[src/rtl/count_run_arbiter.sv]
`default_nettype none
// ============================================================================
//  Module      : count_run_arbiter
//  Description : Round-robin owner of a shared 3-bit binary/Gray counter.
//                Each grant clears the counter, issues the requested number
//                of advance pulses, waits one settle cycle, then returns the
//                final count with a one-cycle done pulse.
//  Revision    : 1.0  initial release
// ============================================================================
module count_run_arbiter #(
    parameter int STEP_W = 4,
    parameter int CNT_W  = 3
) (
    input  logic              Clk,
    input  logic              Reset,
    input  logic              ReqA,
    input  logic              ModeA,
    input  logic [STEP_W-1:0] StepsA,
    input  logic              ReqB,
    input  logic              ModeB,
    input  logic [STEP_W-1:0] StepsB,
    input  logic [CNT_W-1:0]  CountIn,
    output logic              GntA,
    output logic              GntB,
    output logic              CntClear,
    output logic              CntEn,
    output logic              CntMode,
    output logic              DoneA,
    output logic              DoneB,
    output logic [CNT_W-1:0]  Result,
    output logic              Busy
);

    typedef enum logic [2:0] {
        S_IDLE   = 3'd0,
        S_CLEAR  = 3'd1,
        S_RUN    = 3'd2,
        S_SETTLE = 3'd3,
        S_DONE   = 3'd4
    } state_t;

    // Owner encoding: requester A is 0, requester B is 1.
    localparam logic c_OWN_A = 1'b0;
    localparam logic c_OWN_B = 1'b1;

    state_t              state_q, state_d;
    logic                owner_q, owner_d;
    logic                last_q, last_d;     // owner of the most recent grant
    logic                mode_q, mode_d;
    logic [STEP_W-1:0]   remain_q, remain_d;
    logic [CNT_W-1:0]    result_q, result_d;

    logic                w_winner;
    logic                w_owner_req;

    // Winner of arbitration: a lone request wins outright; a tie goes to the
    // requester that was not served last.
    assign w_winner    = (ReqA && ReqB) ? ~last_q : ReqB;
    assign w_owner_req = (owner_q == c_OWN_B) ? ReqB : ReqA;

    // State and datapath registers; the pointer starts as if B was last served.
    always_ff @(posedge Clk) begin
        if (Reset) begin
            state_q  <= S_IDLE;
            owner_q  <= c_OWN_A;
            last_q   <= c_OWN_B;
            mode_q   <= 1'b0;
            remain_q <= '0;
            result_q <= '0;
        end else begin
            state_q  <= state_d;
            owner_q  <= owner_d;
            last_q   <= last_d;
            mode_q   <= mode_d;
            remain_q <= remain_d;
            result_q <= result_d;
        end
    end

    // Next-state logic: arbitration, run sequencing, abort and result capture.
    always_comb begin
        state_d  = state_q;
        owner_d  = owner_q;
        last_d   = last_q;
        mode_d   = mode_q;
        remain_d = remain_q;
        result_d = result_q;
        case (state_q)
            S_IDLE: begin
                if (ReqA || ReqB) begin
                    owner_d  = w_winner;
                    mode_d   = (w_winner == c_OWN_B) ? ModeB : ModeA;
                    remain_d = (w_winner == c_OWN_B) ? StepsB : StepsA;
                    state_d  = S_CLEAR;
                end
            end
            S_CLEAR: begin
                if (!w_owner_req) begin
                    // Owner withdrew: abandon silently but still rotate.
                    state_d  = S_IDLE;
                    last_d   = owner_q;
                    remain_d = '0;
                end else if (remain_q != '0) begin
                    state_d = S_RUN;
                end else begin
                    state_d = S_SETTLE;
                end
            end
            S_RUN: begin
                if (!w_owner_req) begin
                    state_d  = S_IDLE;
                    last_d   = owner_q;
                    remain_d = '0;
                end else begin
                    remain_d = remain_q - STEP_W'(1);
                    if (remain_q == STEP_W'(1)) begin
                        state_d = S_SETTLE;
                    end
                end
            end
            S_SETTLE: begin
                // Counter has absorbed the last advance by now.
                result_d = CountIn;
                state_d  = S_DONE;
            end
            S_DONE: begin
                last_d  = owner_q;
                state_d = S_IDLE;
            end
            default: begin
                state_d = S_IDLE;
            end
        endcase
    end

    // Output decode: everything is a function of the registered state.
    always_comb begin
        Busy     = (state_q != S_IDLE);
        GntA     = Busy && (owner_q == c_OWN_A);
        GntB     = Busy && (owner_q == c_OWN_B);
        CntClear = (state_q == S_CLEAR);
        CntEn    = (state_q == S_RUN);
        CntMode  = Busy ? mode_q : 1'b0;
        DoneA    = (state_q == S_DONE) && (owner_q == c_OWN_A);
        DoneB    = (state_q == S_DONE) && (owner_q == c_OWN_B);
        Result   = result_q;
    end

endmodule
`default_nettype wire

[config.mk]
export PLATFORM = sky130hd
export DESIGN_NAME = count_run_arbiter
export DESIGN_NICKNAME = d
export VERILOG_FILES = /design/src/rtl/count_run_arbiter.sv
export SDC_FILE = /design/constraint.sdc
export NUM_CORES = 1
export LEC_CHECK = 0
export CORE_MARGIN = 5
export CORE_UTILIZATION = 48
export CTS_CLUSTER_DIAMETER = 40
export DETAILED_ROUTE_END_ITERATION = 12
export PLACE_DENSITY = 0.83
export SLEW_MARGIN = 20
export SYNTH_ARGS = -nofsm -noshare
export SYNTH_HDL_FRONTEND = slang
export SYNTH_SLANG_ARGS = --single-unit
export TNS_END_PERCENT = 10
[constraint.sdc]
create_clock -name Clk -period 4 [get_ports Clk]
set_clock_uncertainty 0.1 [all_clocks]
set_input_delay 1.2 -clock Clk [delete_from_list [all_inputs] [get_ports Clk]]
set_output_delay 1.2 -clock Clk [all_outputs]
set_load 0.1 [all_outputs]
# Yosys cells after proc, flatten, opt, wreduce, memory -nomap -nowiden

Index checks and enable logic that the tools add are counted.

Register bits after elaboration: 13
Latch bits: 0
Bits in writable memories: 0
ROM bits: 0
Input bits: 17
Output and inout bits: 11
Logic and storage cells: 51
Memories: 0

Add/sub/neg operators: 1
Multiply operators: 0
Divide/modulo/power cells: 0
Magnitude comparators: 0
Equality and inequality tests: 9
Shifts and indexed selects: 0
Muxes and demuxes: 17
Bitwise logic cells: 2
Reductions and logical operators: 16

Operator list:

| operator                                                              | number |
|---|---|
| 4-bit 2-to-1 mux                                                      | 4 |
| 3-bit case mux with 4 select lines                                    | 1 |
| 4-bit case mux with 3 select lines                                    | 1 |
| 3-bit 2-to-1 mux                                                      | 3 |
| 3-bit by 2-bit equality test with 1-bit output, second input constant | 2 |
| 1-bit 2-to-1 mux                                                      | 6 |
| 2-bit != test, second input constant                                  | 3 |
| 2-bit AND reduction                                                   | 3 |
| 3-bit nonzero test                                                    | 2 |
| 1-bit logical AND                                                     | 5 |
| 4-bit by 1-bit equality test with 1-bit output, second input constant | 1 |
| 4-bit nonzero test                                                    | 1 |
| 4-bit by 1-bit subtractor with 4-bit output, second input constant    | 1 |
| 3-bit by 1-bit equality test with 1-bit output, second input constant | 1 |
| 3-bit equality test, second input constant                            | 1 |
| 3-bit zero test                                                       | 1 |
| 3-bit by 2-bit != test with 1-bit output, second input constant       | 1 |
| 3-bit AND reduction                                                   | 1 |
| 2-bit 2-to-1 mux                                                      | 1 |
| 1-bit inverter                                                        | 2 |
| 1-bit case mux with 2 select lines                                    | 1 |
| 2-bit nonzero test                                                    | 1 |
| 2-bit OR reduction                                                    | 1 |
| 1-bit logical OR                                                      | 1 |

# Depth between registers and ports, before layout

Gate-level depths: netlist of the first run.

Depth in word-level cells: 5
Depth in mapped cells: 6
Depth with buffers taken out: 5

# Worst setup path after synthesis of the first run

No wires, ideal clock.

Path type: register -> output
Start: register state_q[2]
End: output port DoneA
Arrival time: 2.164 ns
Required time: 2.700 ns
Setup slack: 0.536 ns
Cell stages (with the launch flop): 4
Path buffers: 1
Cells stage by stage: dfxtp_1 > buf_6 > or3b_4 > nor2_1

Cells in the longest elaborated chain, start to end: 2

RTL lines:

| element                | line | source |
|---|---|---|
| start, declared        | 46   | `state_t state_q, state_d;` |
| start signal, assigned | 71   | `state_q <= state_d;` |
| 3-bit equality test    | 144  | `DoneA = (state_q == S_DONE) && (owner_q == c_OWN_A);` |
| 1-bit logical AND      | 144  |  |
| end, declared          | 28   | `output logic DoneA,` |

Every way passes these cells.

# Worst setup path after layout of the first run

Start: register result_q[2] (netlist: Result[2])
End: output port Result[2]

RTL lines:

| element                | line | source |
|---|---|---|
| start, declared        | 51   | `logic [CNT_W-1:0] result_q, result_d;` |
| start signal, assigned | 76   | `result_q <= result_d;` |
| end, declared          | 30   | `output logic [CNT_W-1:0] Result,` |

No word-level cell between the ends.

==> run_results.csv, run 1 <==
group,metric,value,unit
run_status,outcome,"finished clean",
cts,cts_repair_resize_count,0,
die,die_area,2700,um^2
final_layout,finalNetCount,135,
cts,cts_hold_buf,0,
die,chipWidth,52.0,um
sta,fin_setup_tns,0,ns
sta,final_setup_fails,0,
grt,grt_max_degree,13,
worst_setup_path,worst-endpoint-arrival,1.75,ns
die,io_pins,28,
power_and_ir_drop,vdd_drop_max,0.236,mV
cts,insertion_delay,0.27,ns
worst_hold_path,hold_path_startpoint,"mode_q",
sta,clock.fmax,0.328,GHz
worst_setup_path,critical_path_data_required_time,2.70,ns
cts,tritoncts,"built",
route,dr.first_iter.drc_count,17,
route,drt.antenna.violating_nets,0,
sta,setup_repair_after_global_routing_missed_its_margin,"no",
final_layout,layout.cells.most_common_list,"19 x sky130_fd_sc_hd__clkdlybuf4s50_1, 13 x sky130_fd_sc_hd__dfxtp_1, 12 x sky130_fd_sc_hd__nor2_1",
synthesis,avgSynthCellArea,9.61,um^2
synthesis,count_of_distinct_cell_types_in_the_synthesized_netlist,40,
flow_run,cap_viol_max_count,0,
cts,htreeDepth,1,
grt,global_route.usage.total,16.0,%
worst_hold_path,endpoint_of_the_worst_hold_path,"mode_q",
synthesis,cells_after_synth,88,
sta,tightest_slew,0.976,ns
route,detail_route.wl_per_cell,13.1,um
final_layout,final-instance-count-excl-fill,140,
route,wirelength,1830,um
place,io_buffer_count,27,
worst_setup_path,critical_path.max_stage_delay,1.14,ns
grt,global_route_wire_length_before_repair,3210,um
worst_setup_path,timing.setup.critical_path_class,"reg -> out",
place,gp_congestion,0.783,
power_and_ir_drop,power_leakage,0.477,nW
grt,grt_antenna_before_repair,0,
sta,final-hold-violation-count,0,
worst_setup_path,r2r.worst_path.cells,4,
die,placement_rows,15,
route,routed_via_density,5.27,
final_layout,antennaDiodeCount,0,
worst_hold_path,min_path_cells,2,
cts,clock_sinks,13,
cts,clk_root_buffer_cell,"sky130_fd_sc_hd__clkbuf_4",
sta,maxSlewHeadroom,34.7,%
final_layout,area_growth,32.4,%
worst_setup_path,critical_path.reg2reg.endpoint,"remain_q[2]",
worst_setup_path,critical_path.startpoint_type,"flip-flop",
grt,grt_overflow_total,0,
worst_setup_path,slowest_stage,"sky130_fd_sc_hd__clkdlybuf4s50_1",
sta,final.period_utilization,76.3,%
synthesis,ys_dominant_reg_cell,"sky130_fd_sc_hd__dfxtp_1",
die,initial_core_util,49.5,%
synthesis,yosys_warnings,0,
die,die_height,52.0,um
worst_hold_path,hold_path.class,"reg -> reg",
route,drc,0,
place,placed_cells_incl_taps,136,
worst_setup_path,crit_fanout,2,
sta,layout_min_cycle_time,3.05,ns
cts,post_cts_setup_buffers,0,
worst_setup_path,ff2ff_setup_slack,2.30,ns
worst_setup_path,worstReg2RegStart,"state_q[0]",
power_and_ir_drop,power-per-cell-area,449,nW/um^2
worst_setup_path,cp_cell_sequence,"clkdlybuf4s50_1",
cts,clock_path_buffers,2,
final_layout,final_layout_size_suffix_gt1_share,23.5,%
route,num_vias,738,
sta,slew_viol_final,0,
cts,cts.reportedPaths.clkPinSlew,0.08,ns
cts,tritoncts.num_buffers,3,
worst_setup_path,critical-path-top-delay-family,"buffers and inverters",
final_layout,layout.cells.most_common,"sky130_fd_sc_hd__clkdlybuf4s50_1",
place,detailedPlacementHpwl,1440,um
synthesis,synth_sequential_area_ratio,30.8,%
worst_setup_path,critical_path_end_type,"output pin",
synthesis,count_of_flip_flops_with_a_built_in_enable_after_synthesis,0,
synthesis,asyncSetResetFlopFracSynth,0,%
grt,grt_pass1_vias,720,
route,firstDrtPassIters,4,
synthesis,synth_nets,107,
worst_setup_path,timing.critical_path.buf_inv,1,
synthesis,post_synth_instance_area,846,um^2
synthesis,synth_seq_cells,13,
die,core_area,1710,um^2
final_layout,fin_util,65.6,%
==> area by class of cell <==
cell class / count / area, um^2
inverters: 5 / 18.8
multi-input cells: 66 / 533
repair buffers: 27 / 250
well taps: 25 / 31.3
fillers: 138 / 588
flip-flops and latches: 13 / 260
clock buffers: 4 / 26.3
==> metrics by stage <==
| stage | area [um^2] | total power [mW] | setup slack, ns | hold slack (ns) |
|---|---|---|---|---|
| finish | 1120 | 0.503 | 0.950 | 0.399 |
| global placement | 1090 | 0.420 | 1.06 | 0.380 |
| CTS | 1120 | 0.507 | 0.930 | 0.403 |
| global route | 1120 | 0.535 | 0.870 | 0.436 |
| floorplan | 846 | 0.373 | 0.536 | 0.363 |
| detailed placement | 1090 | 0.424 | 1.00 | 0.390 |
==> kinds of logic (layout without fill, tap and decap cells) <==
logic type / count (synthesis) / in the layout / share of synthesized area [%]
AOI/OAI and AO/OA: 21 / 21 / 21.6
xor gates and xnor gates: 2 / 2 / 2.07
adders and majority gates: 2 / 2 / 2.96
buffers and inverters: 9 / 36 / 6.21
DFF: 13 / 13 / 30.8
muxes: 10 / 10 / 12.7
and+or+nand+nor: 31 / 31 / 23.7
==> worst max-delay path by stage <==
stage	start	to	slack, ns	cells past startpoint
2_1_floorplan	state_q[2]	DoneA	0.54	3
3_3_place_gp	ReqB	remain_q[3]	1.06	5
3_5_place_dp	ReqB	remain_q[3]	1.00	5
4_1_cts	Result[2]	Result[2]	0.93	1
5_1_grt	state_q[2]	DoneA	0.87	3
6_report	Result[2]	Result[2]	0.95	1
==> state kept, by name (all words and copies together), names as in the netlist <==
name      flops
Result        3
remain_q      4
state_q       3
last_q        1
mode_q        1
owner_q       1
==> cells in the mapped netlist (2+ instances only) <==
cell / instances / share of area [%]
sky130_fd_sc_hd__nor3_1: 2 / 1.2
sky130_fd_sc_hd__buf_6: 2 / 2.7
sky130_fd_sc_hd__a21oi_1: 6 / 3.6
sky130_fd_sc_hd__dfxtp_1: 13 / 31
sky130_fd_sc_hd__mux2_1: 2 / 2.7
sky130_fd_sc_hd__inv_1: 4 / 1.8
sky130_fd_sc_hd__nor2_1: 12 / 5.3
sky130_fd_sc_hd__and3_1: 2 / 1.5
sky130_fd_sc_hd__and2_1: 2 / 1.5
sky130_fd_sc_hd__a2bb2oi_1: 2 / 2.1
sky130_fd_sc_hd__mux2i_1: 7 / 8.3
sky130_fd_sc_hd__nand2_1: 2 / 0.89
sky130_fd_sc_hd__xnor2_1: 2 / 2.1
sky130_fd_sc_hd__ha_1: 2 / 3.0
sky130_fd_sc_hd__a211oi_2: 3 / 4.4
==> metal layers <==
layer  up-vias  wire length, um  share of wire (%)  GRT usage, %
met1       342              811                 44          20.8
li1        372                -                  -             -
met5         -                0                  0             0
met4         0               18               0.98          7.86
met2        22              858                 47          24.7
met3         2              141                7.7          3.72
==> where the power goes <==
group          total, mW  switching [mW]  internal (mW)  leakage, nW
clock network     0.0820          0.0434         0.0386       0.0150
registers          0.171          0.0240          0.147        0.107
logic              0.250           0.158         0.0922        0.355
total              0.503           0.225          0.277        0.477
No activity file was read; power rests on OpenSTA's default activity.
==> run 2: changes to the inputs <==
- CORE_UTILIZATION: 48 -> 44
- PLACE_DENSITY: 0.83 -> 0.77
- clock period: 4 -> 3.1 ns (I/O delays scaled with it)
==> run_results.csv, run 2 (same netlist as run 1, synthesis figures left out) <==
group,metric,value,unit
run_status,outcome,"finished clean",
sta,fin_setup_tns,0,ns
cts,clock_sinks,13,
worst_setup_path,crit_fanout,11,
final_layout,layout.cells.most_common_list,"16 x sky130_fd_sc_hd__clkdlybuf4s50_1, 13 x sky130_fd_sc_hd__dfxtp_1, 11 x sky130_fd_sc_hd__nor2_1",
die,initial_core_util,47.4,%
die,io_pins,28,
power_and_ir_drop,power-per-cell-area,577,nW/um^2
final_layout,largest_register,"remain_q",
route,num_vias,736,
sta,tightest_slew,0.490,ns
cts,post_cts_setup_buffers,0,
sta,clock.fmax,0.371,GHz
route,drt.antenna.violating_nets,0,
sta,slew_viol_final,0,
cts,cts.reportedPaths.clkPinSlew,0.07,ns
grt,grt_max_degree,13,
route,dr_wl_met3,117,um
worst_setup_path,critical_path_data_required_time,2.07,ns
power_and_ir_drop,vdd_drop_max,0.322,mV
route,wirelength,1920,um
place,io_buffer_count,27,
grt,grt_antenna_before_repair,0,
worst_setup_path,ff2ff_setup_slack,1.43,ns
sta,layout_setup_ws,0.404,ns
sta,final.period_utilization,87.0,%
final_layout,flip_flop_count_of_the_largest_register_all_copies_and_words_added,4,
place,gp_congestion,0.786,
route,wl_met1,796,um
sta,setup_repair_after_global_routing_missed_its_margin,"no",
sta,final_setup_fails,0,
sta,layout_min_cycle_time,2.70,ns
grt,global_route.usage.total,15.2,%
cts,insertion_delay,0.28,ns
cts,tritoncts.num_buffers,3,
grt,grt_overflow_total,0,
die,placement_rows,15,
sta,maxSlewHeadroom,67.2,%
cts,cts_repair_resize_count,0,
route,detail_route.wl_per_cell,13.7,um
worst_setup_path,critical_path_end_type,"output pin",
power_and_ir_drop,power_leakage,0.485,nW
flow_run,cap_viol_max_count,0,
sta,final-hold-violation-count,0,
route,routed_via_density,5.26,
worst_setup_path,timing.setup.critical_path_class,"reg -> out",
die,die_area,2900,um^2
route,highest-signal-layer,"met4",
final_layout,antennaDiodeCount,0,
cts,tritoncts,"built",
worst_setup_path,worst-endpoint-arrival,1.67,ns
final_layout,area_growth,33.3,%
worst_hold_path,hold_path.class,"reg -> reg",
die,core_area,1780,um^2
final_layout,layout.cells.most_common,"sky130_fd_sc_hd__clkdlybuf4s50_1",
route,route.met2.wl,993,um
place,dp_worst_setup_slack,0.357,ns
route,firstDrtPassIters,3,
final_layout,finalNetCount,135,
grt,global_route_wire_length_before_repair,3210,um
die,die_height,53.8,um
cts,htreeDepth,1,
worst_setup_path,critical_path.startpoint_type,"flip-flop",
route,dr.first_iter.drc_count,3,
cts,cts_hold_buf,0,
die,chipWidth,53.8,um
cts,clock_path_buffers,2,
final_layout,final_layout_size_suffix_gt1_share,27.0,%
cts,clk_root_buffer_cell,"sky130_fd_sc_hd__clkbuf_4",
grt,grt_pass1_vias,766,
route,drc,0,
place,detailedPlacementHpwl,1550,um
run 2: layer usage:
layer | track usage (%) | up-vias
met5 | 0 | -
met4 | 2.55 | 0
met3 | 5.54 | 2
met2 | 27.8 | 19
met1 | 16.8 | 346
li1 | - | 369
run 2: final timing paths:
path | from | cells after the start | end
hold / removal | mode_q | 2 | mode_q
setup reg to reg | state_q[0] | 4 | remain_q[2]
setup / recovery | state_q[2] | 3 | DoneA
hold reg to reg | mode_q | 2 | mode_q
run 2: area by class of cell:
cell class,instances,area (um^2)
clock buffers,4,26.3
fillers,153,656
inverters,5,18.8
multi-input cells,66,536
flip-flops and latches,13,260
well taps,25,31.3
repair buffers,27,255
run 2: critical path: stages, from the launching register on:
cell and delay (ns):
sky130_fd_sc_hd__dfxtp_1 0.62, sky130_fd_sc_hd__or3b_4 0.45, sky130_fd_sc_hd__nor2_2 0.13, sky130_fd_sc_hd__buf_12 0.19
run 2: metrics by stage:
stage	instances	total power, mW	cell area (um^2)	util, %	hold slack, ns
floorplan	88	0.481	848	-	0.363
global placement	136	0.543	1100	61.8	0.377
detailed placement	136	0.550	1100	61.8	0.399
CTS	140	0.657	1130	63.2	0.422
global route	140	0.693	1130	63.2	0.452
finish	140	0.651	1130	63.2	0.413
run 2: power by group:
group	switching (mW)	leakage, nW	total, mW	internal, mW
logic	0.204	0.363	0.324	0.120
registers	0.0328	0.107	0.222	0.189
clock network	0.0553	0.0150	0.105	0.0499
total	0.292	0.485	0.651	0.359
